===== config.mk =====
export PLATFORM = sky130hd
export DESIGN_NAME = wb_commit_flat
export DESIGN_NICKNAME = d
export VERILOG_FILES = /design/src/rtl/wb_commit_pkg.sv /design/src/rtl/wb_commit_if.sv /design/src/rtl/wb_commit_hold_buf.sv /design/src/rtl/wb_commit.sv /design/src/flat_wrapper.sv
export SDC_FILE = /design/constraint.sdc
export NUM_CORES = 1
export LEC_CHECK = 0
export BUFFER_PORTS_ARGS = -buffer_cell sky130_fd_sc_hd__clkbuf_2
export CORE_ASPECT_RATIO = 0.6
export CORE_MARGIN = 2
export CORE_UTILIZATION = 30
export DETAILED_ROUTE_END_ITERATION = 10
export PLACE_DENSITY = 0.71
export SLEW_MARGIN = 0
export SYNTH_ARGS = -nofsm -noshare
export SYNTH_HDL_FRONTEND = slang
export SYNTH_SLANG_ARGS = --single-unit

===== constraint.sdc =====
create_clock -name clk -period 2.8 [get_ports clk]
set_input_delay 0.42 -clock clk [delete_from_list [all_inputs] [get_ports clk]]
set_output_delay 0.42 -clock clk [all_outputs]
set_load 0.03 [all_outputs]

===== src/rtl/wb_commit_pkg.sv =====
// Shared constants, types and write-request decode helpers for the writeback commit stage.
package wb_commit_pkg;

  localparam logic [4:0] OP_ALU  = 5'b00000;
  localparam logic [4:0] OP_ADDI = 5'b00101;
  localparam logic [4:0] OP_LW   = 5'b01000;
  localparam logic [4:0] OP_JAL  = 5'b00011;
  localparam logic [4:0] OP_SETX = 5'b10101;

  localparam logic [4:0]  REG_STATUS = 5'd30;
  localparam logic [4:0]  REG_LINK   = 5'd31;
  localparam logic [31:0] STATUS_MUL = 32'd4;
  localparam logic [31:0] STATUS_DIV = 32'd5;

  typedef enum logic {
    ST_IDLE,
    ST_HOLD
  } state_t;

  typedef struct packed {
    logic        en;
    logic [4:0]  rd;
    logic [31:0] data;
  } wr_req_t;

  // r0 is hardwired, so any request aimed at it is dropped.
  function automatic wr_req_t drop_r0(input wr_req_t r);
    wr_req_t q;
    q = r;
    if (q.rd == 5'd0) q = '0;
    return q;
  endfunction

  function automatic wr_req_t pipe_req(input logic [31:0] ir, input logic [31:0] o,
                                       input logic [31:0] d, input logic [31:0] lpc,
                                       input logic [4:0] rd, input logic ex,
                                       input logic is_md);
    wr_req_t r;
    r = '0;
    if (ex) begin
      r = '{en: 1'b1, rd: REG_STATUS, data: o};
    end else if (!is_md) begin
      case (ir[31:27])
        OP_ALU, OP_ADDI: r = '{en: 1'b1, rd: rd,         data: o};
        OP_LW:           r = '{en: 1'b1, rd: rd,         data: d};
        OP_JAL:          r = '{en: 1'b1, rd: REG_LINK,   data: lpc};
        OP_SETX:         r = '{en: 1'b1, rd: REG_STATUS, data: {5'b0, ir[26:0]}};
        default:         r = '0;
      endcase
    end
    return drop_r0(r);
  endfunction

  function automatic wr_req_t md_req(input logic rdy, input logic [31:0] res,
                                     input logic [4:0] rd, input logic is_div,
                                     input logic exc);
    wr_req_t r;
    r = '0;
    if (rdy) begin
      if (exc) r = '{en: 1'b1, rd: REG_STATUS, data: (is_div ? STATUS_DIV : STATUS_MUL)};
      else     r = '{en: 1'b1, rd: rd,         data: res};
    end
    return drop_r0(r);
  endfunction

endpackage


===== src/rtl/wb_commit_if.sv =====
// MEM/WB latch, multdiv completion and register-file write bundle for the commit stage.
interface wb_commit_if;
  logic [31:0] IR_in;
  logic [31:0] O_in;
  logic [31:0] D_in;
  logic [31:0] linked_PC_in;
  logic [4:0]  rd_in;
  logic        ex_in;
  logic        is_md_in;
  logic        md_ready;
  logic [31:0] md_result;
  logic [4:0]  md_rd;
  logic        md_is_div;
  logic        md_exception;
  logic        ctrl_writeEnable;
  logic [4:0]  ctrl_writeReg;
  logic [31:0] data_writeReg;
  logic        wb_stall;
  logic        fwd_valid;
  logic [4:0]  fwd_rd;
  logic [31:0] fwd_data;
  logic [31:0] retire_count;

  modport master (
    output IR_in, O_in, D_in, linked_PC_in, rd_in, ex_in, is_md_in,
    output md_ready, md_result, md_rd, md_is_div, md_exception,
    input  ctrl_writeEnable, ctrl_writeReg, data_writeReg, wb_stall,
    input  fwd_valid, fwd_rd, fwd_data, retire_count
  );

  modport slave (
    input  IR_in, O_in, D_in, linked_PC_in, rd_in, ex_in, is_md_in,
    input  md_ready, md_result, md_rd, md_is_div, md_exception,
    output ctrl_writeEnable, ctrl_writeReg, data_writeReg, wb_stall,
    output fwd_valid, fwd_rd, fwd_data, retire_count
  );
endinterface


===== src/rtl/wb_commit_hold_buf.sv =====
// One-entry holding buffer for a deferred multdiv write; clear takes priority over load.
module wb_hold_buf (
  input  logic        clk,
  input  logic        clr,
  input  logic        load,
  input  logic        clear,
  input  logic [4:0]  rd_d,
  input  logic [31:0] data_d,
  output logic        valid,
  output logic [4:0]  rd,
  output logic [31:0] data
);

  always_ff @(posedge clk or posedge clr) begin
    if (clr) begin
      valid <= 1'b0;
      rd    <= '0;
      data  <= '0;
    end else if (clear) begin
      valid <= 1'b0;
      rd    <= '0;
      data  <= '0;
    end else if (load) begin
      valid <= 1'b1;
      rd    <= rd_d;
      data  <= data_d;
    end
  end

endmodule


===== src/rtl/wb_commit.sv =====
// Writeback commit: selects pipeline data, arbitrates the regfile port against multdiv
// completions through a one-entry buffer, and counts retired writes.
module wb_commit
  import wb_commit_pkg::*;
(
  input  logic          clk,
  input  logic          clr,
  wb_commit_if.slave    bus
);

  state_t      state;
  state_t      state_nxt;
  wr_req_t     pw;
  wr_req_t     mw;
  wr_req_t     wr;
  logic        stall;
  logic        buf_load;
  logic        buf_clear;
  logic        buf_valid;
  logic [4:0]  buf_rd;
  logic [31:0] buf_data;
  logic [31:0] retire_q;

  assign pw = pipe_req(bus.IR_in, bus.O_in, bus.D_in, bus.linked_PC_in, bus.rd_in,
                       bus.ex_in, bus.is_md_in);
  assign mw = md_req(bus.md_ready, bus.md_result, bus.md_rd, bus.md_is_div, bus.md_exception);

  always_comb begin
    wr        = '0;
    stall     = 1'b0;
    buf_load  = 1'b0;
    buf_clear = 1'b0;
    state_nxt = state;
    if (!clr) begin
      case (state)
        ST_IDLE: begin
          if (pw.en) begin
            wr = pw;
            if (mw.en) begin
              buf_load  = 1'b1;
              state_nxt = ST_HOLD;
            end
          end else if (mw.en) begin
            wr = mw;
          end
        end
        ST_HOLD: begin
          // md_ready cannot legally arrive here, so mw is not considered.
          if (!pw.en) begin
            wr        = '{en: 1'b1, rd: buf_rd, data: buf_data};
            buf_clear = 1'b1;
            state_nxt = ST_IDLE;
          end else if (pw.rd != buf_rd) begin
            wr    = pw;
            stall = 1'b1;
          end else begin
            wr        = pw;
            buf_clear = 1'b1;
            state_nxt = ST_IDLE;
          end
        end
        default: state_nxt = ST_IDLE;
      endcase
    end
  end

  always_ff @(posedge clk or posedge clr) begin
    if (clr) begin
      state    <= ST_IDLE;
      retire_q <= '0;
    end else begin
      state <= state_nxt;
      if (wr.en && !stall) retire_q <= retire_q + 32'd1;
    end
  end

  wb_hold_buf u_hold_buf (
    .clk    (clk),
    .clr    (clr),
    .load   (buf_load),
    .clear  (buf_clear),
    .rd_d   (mw.rd),
    .data_d (mw.data),
    .valid  (buf_valid),
    .rd     (buf_rd),
    .data   (buf_data)
  );

  assign bus.ctrl_writeEnable = wr.en;
  assign bus.ctrl_writeReg    = wr.rd;
  assign bus.data_writeReg    = wr.data;
  assign bus.wb_stall         = stall;
  assign bus.fwd_valid        = buf_valid;
  assign bus.fwd_rd           = buf_rd;
  assign bus.fwd_data         = buf_data;
  assign bus.retire_count     = retire_q;

endmodule


===== src/flat_wrapper.sv =====
// flat-port wrapper written by rule: the top's interface ports become plain ports
module wb_commit_flat import wb_commit_pkg::*;
  (clk, clr, bus_IR_in, bus_O_in, bus_D_in, bus_linked_PC_in, bus_rd_in, bus_ex_in, bus_is_md_in, bus_md_ready, bus_md_result, bus_md_rd, bus_md_is_div, bus_md_exception, bus_ctrl_writeEnable, bus_ctrl_writeReg, bus_data_writeReg, bus_wb_stall, bus_fwd_valid, bus_fwd_rd, bus_fwd_data, bus_retire_count);
  wb_commit_if bus_i ();
  input  logic clk;
  input  logic clr;
  input wire logic [$bits(bus_i.IR_in)-1:0] bus_IR_in;
  input wire logic [$bits(bus_i.O_in)-1:0] bus_O_in;
  input wire logic [$bits(bus_i.D_in)-1:0] bus_D_in;
  input wire logic [$bits(bus_i.linked_PC_in)-1:0] bus_linked_PC_in;
  input wire logic [$bits(bus_i.rd_in)-1:0] bus_rd_in;
  input wire logic [$bits(bus_i.ex_in)-1:0] bus_ex_in;
  input wire logic [$bits(bus_i.is_md_in)-1:0] bus_is_md_in;
  input wire logic [$bits(bus_i.md_ready)-1:0] bus_md_ready;
  input wire logic [$bits(bus_i.md_result)-1:0] bus_md_result;
  input wire logic [$bits(bus_i.md_rd)-1:0] bus_md_rd;
  input wire logic [$bits(bus_i.md_is_div)-1:0] bus_md_is_div;
  input wire logic [$bits(bus_i.md_exception)-1:0] bus_md_exception;
  output wire logic [$bits(bus_i.ctrl_writeEnable)-1:0] bus_ctrl_writeEnable;
  output wire logic [$bits(bus_i.ctrl_writeReg)-1:0] bus_ctrl_writeReg;
  output wire logic [$bits(bus_i.data_writeReg)-1:0] bus_data_writeReg;
  output wire logic [$bits(bus_i.wb_stall)-1:0] bus_wb_stall;
  output wire logic [$bits(bus_i.fwd_valid)-1:0] bus_fwd_valid;
  output wire logic [$bits(bus_i.fwd_rd)-1:0] bus_fwd_rd;
  output wire logic [$bits(bus_i.fwd_data)-1:0] bus_fwd_data;
  output wire logic [$bits(bus_i.retire_count)-1:0] bus_retire_count;
  assign bus_i.IR_in = bus_IR_in;
  assign bus_i.O_in = bus_O_in;
  assign bus_i.D_in = bus_D_in;
  assign bus_i.linked_PC_in = bus_linked_PC_in;
  assign bus_i.rd_in = bus_rd_in;
  assign bus_i.ex_in = bus_ex_in;
  assign bus_i.is_md_in = bus_is_md_in;
  assign bus_i.md_ready = bus_md_ready;
  assign bus_i.md_result = bus_md_result;
  assign bus_i.md_rd = bus_md_rd;
  assign bus_i.md_is_div = bus_md_is_div;
  assign bus_i.md_exception = bus_md_exception;
  assign bus_ctrl_writeEnable = bus_i.ctrl_writeEnable;
  assign bus_ctrl_writeReg = bus_i.ctrl_writeReg;
  assign bus_data_writeReg = bus_i.data_writeReg;
  assign bus_wb_stall = bus_i.wb_stall;
  assign bus_fwd_valid = bus_i.fwd_valid;
  assign bus_fwd_rd = bus_i.fwd_rd;
  assign bus_fwd_data = bus_i.fwd_data;
  assign bus_retire_count = bus_i.retire_count;
  wb_commit u_core (.clk(clk), .clr(clr), .bus(bus_i));
endmodule

==> run metrics, run 1 <==
Critical Path RT=2380 ps; Min-Delay Path Class=primary input to register; fmax=349.1 MHz; register area=1778 um^2; Clock transition at path regs=60 ps; antenna violations before repair=1; number of global-route vias before repair=6514; gr usage total=0.2592; internal power=2.703 mW; port bufs=285; CTS root buf=clkbuf_16; Syn Std Cell Area=5239 um^2; post-synth top area share=0.3391; # setup viols final=24; DRT antenna net count=0; GR Overflow Total=0; Tightest Pin Transition=549.4 ps; Setup Skew=8.992 ps; GP Congestion=0.9300; final worst-path cycle share=1.023; clock share of power=0.255; Site Rows=37; Mapped Avg Cell Area=7.715 um^2; worst hold start=bus_md_result[17]; layout cells sized above 1=0.5469; setup TNS=-506.1 ps; first-pass GRT wire length=37.25 mm; Final WS setup=-64.22 ps; CTS tree=yes; PwrDens=482.6 nW/um^2; Final nets=1208; DR vias/cell=5.480; Ys Warns=0; Seq/Total Area, Yosys=0.3391; Ports=286; RR Endpoint=u_core.u_hold_buf.rd[2]; DR WL/cell=20.81 um; outcome=finished with violations; clk sinks=71; CP arrival=2440 ps; area leader, netlist=dfrtp_1; total CTS buffers=9; cts hold-fix bufs=0; die height=106.4 um; maximum capacitance violations=0; Max Buffers Root-to-Sink=2; unrepaired setup endpoints after global routing=yes; H-tree depth=3; Die Span X=174.6 um; Net Sw Power=1.941 mW; power share of the combinational group=0.442; crit-path max FO=6; 1st-iter DRT viols=749; DP HPWL=18.81 mm; initial core utilization=0.3058; fillcell total=1543; largest net degree at the start of global routing=65; worst r2r src=u_core.u_hold_buf.rd[1]; top post-synthesis cells by area=dfrtp_1 34%, a211oi_1 9.5%, nand2_1 7.7%; DRC=0; Worst Hold Path Cells=3; reg-to-reg slack, setup=270 ps; leakage power=4.213 nW; Final min period=2864 ps; Clk Latency, worst-skew pair=340 ps; Max rail drop VDD=0.4875 mV; Syn Nets=857; vias=6960; Syn Inst Count=679; Netlist cell types=54; Slew Viols, Final=0; core area=17130 um^2; Final Util=0.5619; DRT Pass-1 Iters=5; Hold EP=u_core.u_hold_buf.data[17]; reg2reg path depth=12; CP Class=primary input to output port; Flop pwr share=0.303; Final Hold Viols=0; Switching Share=0.4180; failing checks=negative setup slack; Die Area=18570 um^2; P&R area growth vs syn=83.71%; register bit total from synthesis=71; Crit. End Element=output port; worst rel slew slack=0.6338; final wirelength=26.43 mm; Multi-input gate area=4033 um^2; CP Launch Type=primary input
cell usage in the layout, fill, tap and decap left out, drive strengths merged, types with 2 or more instances in the layout:
master      n
a211oi     67
xnor2       2
a21boi      2
nor2       52
nor3       63
a22oi      32
a221oi      3
clkbuf    294
a21oi      38
nor3b       4
or3         2
nand4       7
and4        3
nand2b      5
nand3b      5
and2        3
or4         2
o22ai      30
clkinvlp    3
nand3      25
a31oi       2
dfrtp      71
or2         3
o21ai      16
inv         7
and3b       3
buf       121
xor2       31
nand2     108
and3       10
nor4        8
layout make-up:
| type | count | area share |
|---|---|---|
| clock inverter | 7 | 0.008320 |
| antenna | 1 | 0.0002600 |
| sequential | 71 | 0.1847 |
| tap | 234 | 0.03042 |
| clock buffer | 9 | 0.02340 |
| multi-input combinational | 537 | 0.4190 |
| timing repair buffer | 406 | 0.3315 |
| inverter | 5 | 0.002340 |
flip-flops by register name (all words and copies together) (netlist names):
name,flops
u_core.bus.retire_count,32
u_core.state,1
u_core.u_hold_buf.data,32
u_core.u_hold_buf.rd,5
u_core.u_hold_buf.valid,1
metal layers:
metal | share of wire | vias up | track usage
met5 | 0 | - | 0
met4 | 0.034 | 0 | 0.09405
met3 | 0.10 | 54 | 0.08083
met2 | 0.43 | 348 | 0.3761
met1 | 0.44 | 3366 | 0.3603
li1 | - | 3192 | -
cells in the mapped netlist, drive strengths merged:
library cell / count
nand2: 108
dfrtp: 71
a211oi: 67
nor3: 63
nor2: 52
clkbuf: 44
a21oi: 38
a22oi: 32
xor2: 31
o22ai: 30
nand3: 25
buf: 22
o21ai: 16
and3: 10
nor4: 8
nand4: 7
inv: 5
nand2b: 5
nand3b: 5
nor3b: 4
a221oi: 3
and2: 3
and3b: 3
and4: 3
or2: 3
a21boi: 2
a31oi: 2
or3: 2
or4: 2
xnor2: 2
a311oi: 1
and4bb: 1
ha: 1
mux2: 1
mux2i: 1
nor2b: 1
nor4b: 1
o211ai: 1
o221ai: 1
o311ai: 1
o31ai: 1
what timing repair did:
action | CTS | global route
resized for setup | 157 | 86
pin swaps | 20 | 27
endpoints found under the setup margin | 35 | 73
setup buffers | 8 | 9
gates cloned | 2 | 14
worst max-delay path, stage by stage:
cell	delay [ps]
clkbuf_16	130
and3b_2	230
o21ai_4	140
nor3b_4	260
a31oi_4	140
or2_4	340
clkbuf_16	180
a211oi_1	220
buf_4	160
nor3_2	40
clkbuf_8	180
metrics by stage:
step / total power [mW] / hold slack [ps] / instances / worst slack, ps / cell area [um^2]
floorplan: 2.355 / 561.1 / 679 / -67.25 / 5428
global placement: 3.048 / 456.7 / 1229 / -446.2 / 7776
detailed placement: 3.074 / 474.9 / 1229 / -511.5 / 7776
CTS: 4.447 / 323.1 / 1248 / -67.42 / 8894
global route: 4.867 / 345.9 / 1270 / -126.9 / 9624
finish: 4.645 / 324.7 / 1270 / -64.22 / 9624
cell families after synthesis:
group | count (synthesis) | synth area share
AO/OA/AOI/OAI | 195 | 0.2532
XOR/XNOR | 33 | 0.05517
adder cells (fa/ha/maj) | 1 | 0.002388
buffers and inverters | 71 | 0.05875
flip-flops | 71 | 0.3391
multiplexers | 2 | 0.004060
AND/OR/NAND/NOR | 306 | 0.2873
power by group through the flow:
stage          clock network [mW]  registers [mW]  logic (mW)
2_1_floorplan                   0            1.66       0.694
3_3_place_gp                    0            1.40        1.65
3_5_place_dp                    0            1.40        1.68
4_1_cts                      1.20            1.39        1.86
5_1_grt                      1.26            1.44        2.17
6_report                     1.18            1.41        2.05
worst max path at each step:
stage             startpoint               endpoint  slack [ps]
2_1_floorplan  bus_IR_in[29]   bus_ctrl_writeReg[3]         -70
3_3_place_gp   bus_IR_in[28]  bus_data_writeReg[28]        -450
3_5_place_dp   bus_IR_in[28]  bus_data_writeReg[28]        -510
4_1_cts        bus_IR_in[31]  bus_data_writeReg[27]         -70
5_1_grt        bus_IR_in[31]   bus_data_writeReg[7]        -130
6_report       bus_IR_in[31]  bus_data_writeReg[30]         -60
No activity file was read; power rests on OpenSTA's default activity.
==> run 2, diff against run 1 <==
--- a/config.mk
+++ b/config.mk
@@ -11,6 +11,7 @@
 export CORE_UTILIZATION = 30
 export DETAILED_ROUTE_END_ITERATION = 10
 export PLACE_DENSITY = 0.71
+export SETUP_SLACK_MARGIN = 0.5
 export SLEW_MARGIN = 0
 export SYNTH_ARGS = -nofsm -noshare
 export SYNTH_HDL_FRONTEND = slang
==> run 2 against run 1 <==
Against the previous run: the run still ends with negative setup slack left; count of clock-buffer cells in the layout grew 1; clock power grew 7%; total power grew 9.5%; sequential power is essentially flat; design area rose by 10%; fmax shrank 0.68%; die area unchanged; non-clock buffer count rose by 21; routed wire length up 1.9%; combinational power increased by 17%; cell count grew 1.7%; via count rose by 1.1%; largest power group unchanged.
==> run metrics, run 2 (synthesis results as in run 1) <==
outcome=finished with violations; failing checks=negative setup slack; GP Congestion=0.9322; 1st-iter DRT viols=781; Tightest Pin Transition=482.4 ps; CP Class=primary input to output port; largest net degree at the start of global routing=69; Max Buffers Root-to-Sink=2; Slew Viols, Final=0; reg-to-reg slack, setup=340 ps; Clk Latency, worst-skew pair=330 ps; PwrDens=478.7 nW/um^2; register area=1782 um^2; crit-path max FO=12; Final Hold Viols=0; # setup viols final=25; total CTS buffers=9; port bufs=285; fillcell total=1395; GR Overflow Total=0; H-tree depth=3; Final nets=1229; Die Span X=174.6 um; DRT Pass-1 Iters=8; first-pass GRT wire length=39.21 mm; Clock transition at path regs=60 ps; Site Rows=37; Final Util=0.6199; DR WL/cell=20.86 um; gr usage total=0.2736; Final WS setup=-83.70 ps; die height=106.4 um; P&R area growth vs syn=102.7%; Crit. End Element=output port; Multi-input gate area=4589 um^2; commonest non-fill, non-tap cell in the layout=clkbuf_2; core area=17130 um^2; CTS root buf=clkbuf_16; DRC=0; Critical Path RT=2380 ps; Max rail drop VDD=0.4800 mV; final wirelength=26.93 mm; CTS tree=yes; initial core utilization=0.3058; number of global-route vias before repair=6688; fmax=346.8 MHz; leakage power=4.584 nW; setup TNS=-920.0 ps; antenna violations before repair=1; vias=7034; Die Area=18570 um^2; clk sinks=71; final worst-path cycle share=1.030; layout cells sized above 1=0.6184; worst rel slew slack=0.6777; maximum capacitance violations=0; cts hold-fix bufs=0; DRT antenna net count=0; CP arrival=2460 ps; DP HPWL=18.22 mm; Setup Skew=6.435 ps; most frequent cells in the layout=241 x clkbuf_2, 93 x nand2_1, 87 x buf_4; Min-Delay Path Class=primary input to register; Final min period=2884 ps; Ports=286; CP Launch Type=primary input; unrepaired setup endpoints after global routing=yes; DR vias/cell=5.448
[run 2: changes by cell type in the layout (fill, tap and decap cells not counted), sizes merged]
cell / before / now
buf: 121 / 148
clkbuf: 294 / 287
inv: 7 / 4
bufbuf: 0 / 2
bufinv: 1 / 2
clkinv: 1 / 2
[run 2: timing repair]
| action | CTS | global route |
|---|---|---|
| resized for setup | 274 | 44 |
| buffers inserted | 26 | 7 |
| pin swaps | 72 | 35 |
| cloned | 13 | 3 |
| endpoints found under the setup margin | 109 | 110 |
[run 2: metrics by stage]
stage,setup WS (ps),std cells,instance area [um^2],total power [mW],hold slack [ps]
2_1_floorplan,86.51,679,5882,2.468,570.6
4_1_cts,-23.00,1280,10310,4.943,326.8
5_1_grt,-148.7,1291,10620,5.294,343.6
3_3_place_gp,-244.4,1225,8095,3.144,458.0
3_5_place_dp,-265.1,1225,8095,3.169,481.0
6_report,-83.70,1291,10620,5.084,340.9
[run 2: power by group]
group,internal [mW],switching [mW],total (mW),leakage [nW]
clock network,0.787,0.474,1.26,0.153
logic,1.01,1.39,2.40,3.52
registers,1.19,0.229,1.42,0.913
[run 2: layout make-up]
cell class                      count  area share
Antenna cell                        1   0.0002357
Timing Repair Buffer              427      0.3393
Tap cell                          234     0.02757
Multi-Input combinational cell    537      0.4322
Clock inverter                      6    0.008837
Sequential cell                    71      0.1678
Clock buffer                       10     0.02156
Inverter                            5    0.002474
[run 2: critical path, stage by stage]
cell and delay (ps):
clkbuf_16 130, and3b_1 200, o21ai_4 150, nor3b_4 270, a31oi_4 130, or2_4 340
buf_12 170, buf_12 150, a211oi_4 230, nor3_2 90, clkbuf_8 180
[run 2: per-layer routing]
metal	wire (um)	GRT usage	up-vias
li1	-	-	3249
met4	545	0.06131	0
met3	1862	0.05258	42
met5	0	0	-
met1	11440	0.3677	3449
met2	13080	0.4580	294
[run 2: worst paths after layout]
check                                                  from  depth (start not counted)                          end
min in group asynchronous                               clr                          2  u_core.bus.retire_count[26]
max in group asynchronous                               clr                          3   u_core.u_hold_buf.data[18]
worst max register to register   u_core.bus.retire_count[4]                          9  u_core.bus.retire_count[18]
worst min-delay path                      bus_md_result[20]                          3   u_core.u_hold_buf.data[20]
worst max-delay path                          bus_IR_in[31]                         11         bus_data_writeReg[7]
worst min register to register  u_core.bus.retire_count[20]                          1  u_core.bus.retire_count[20]
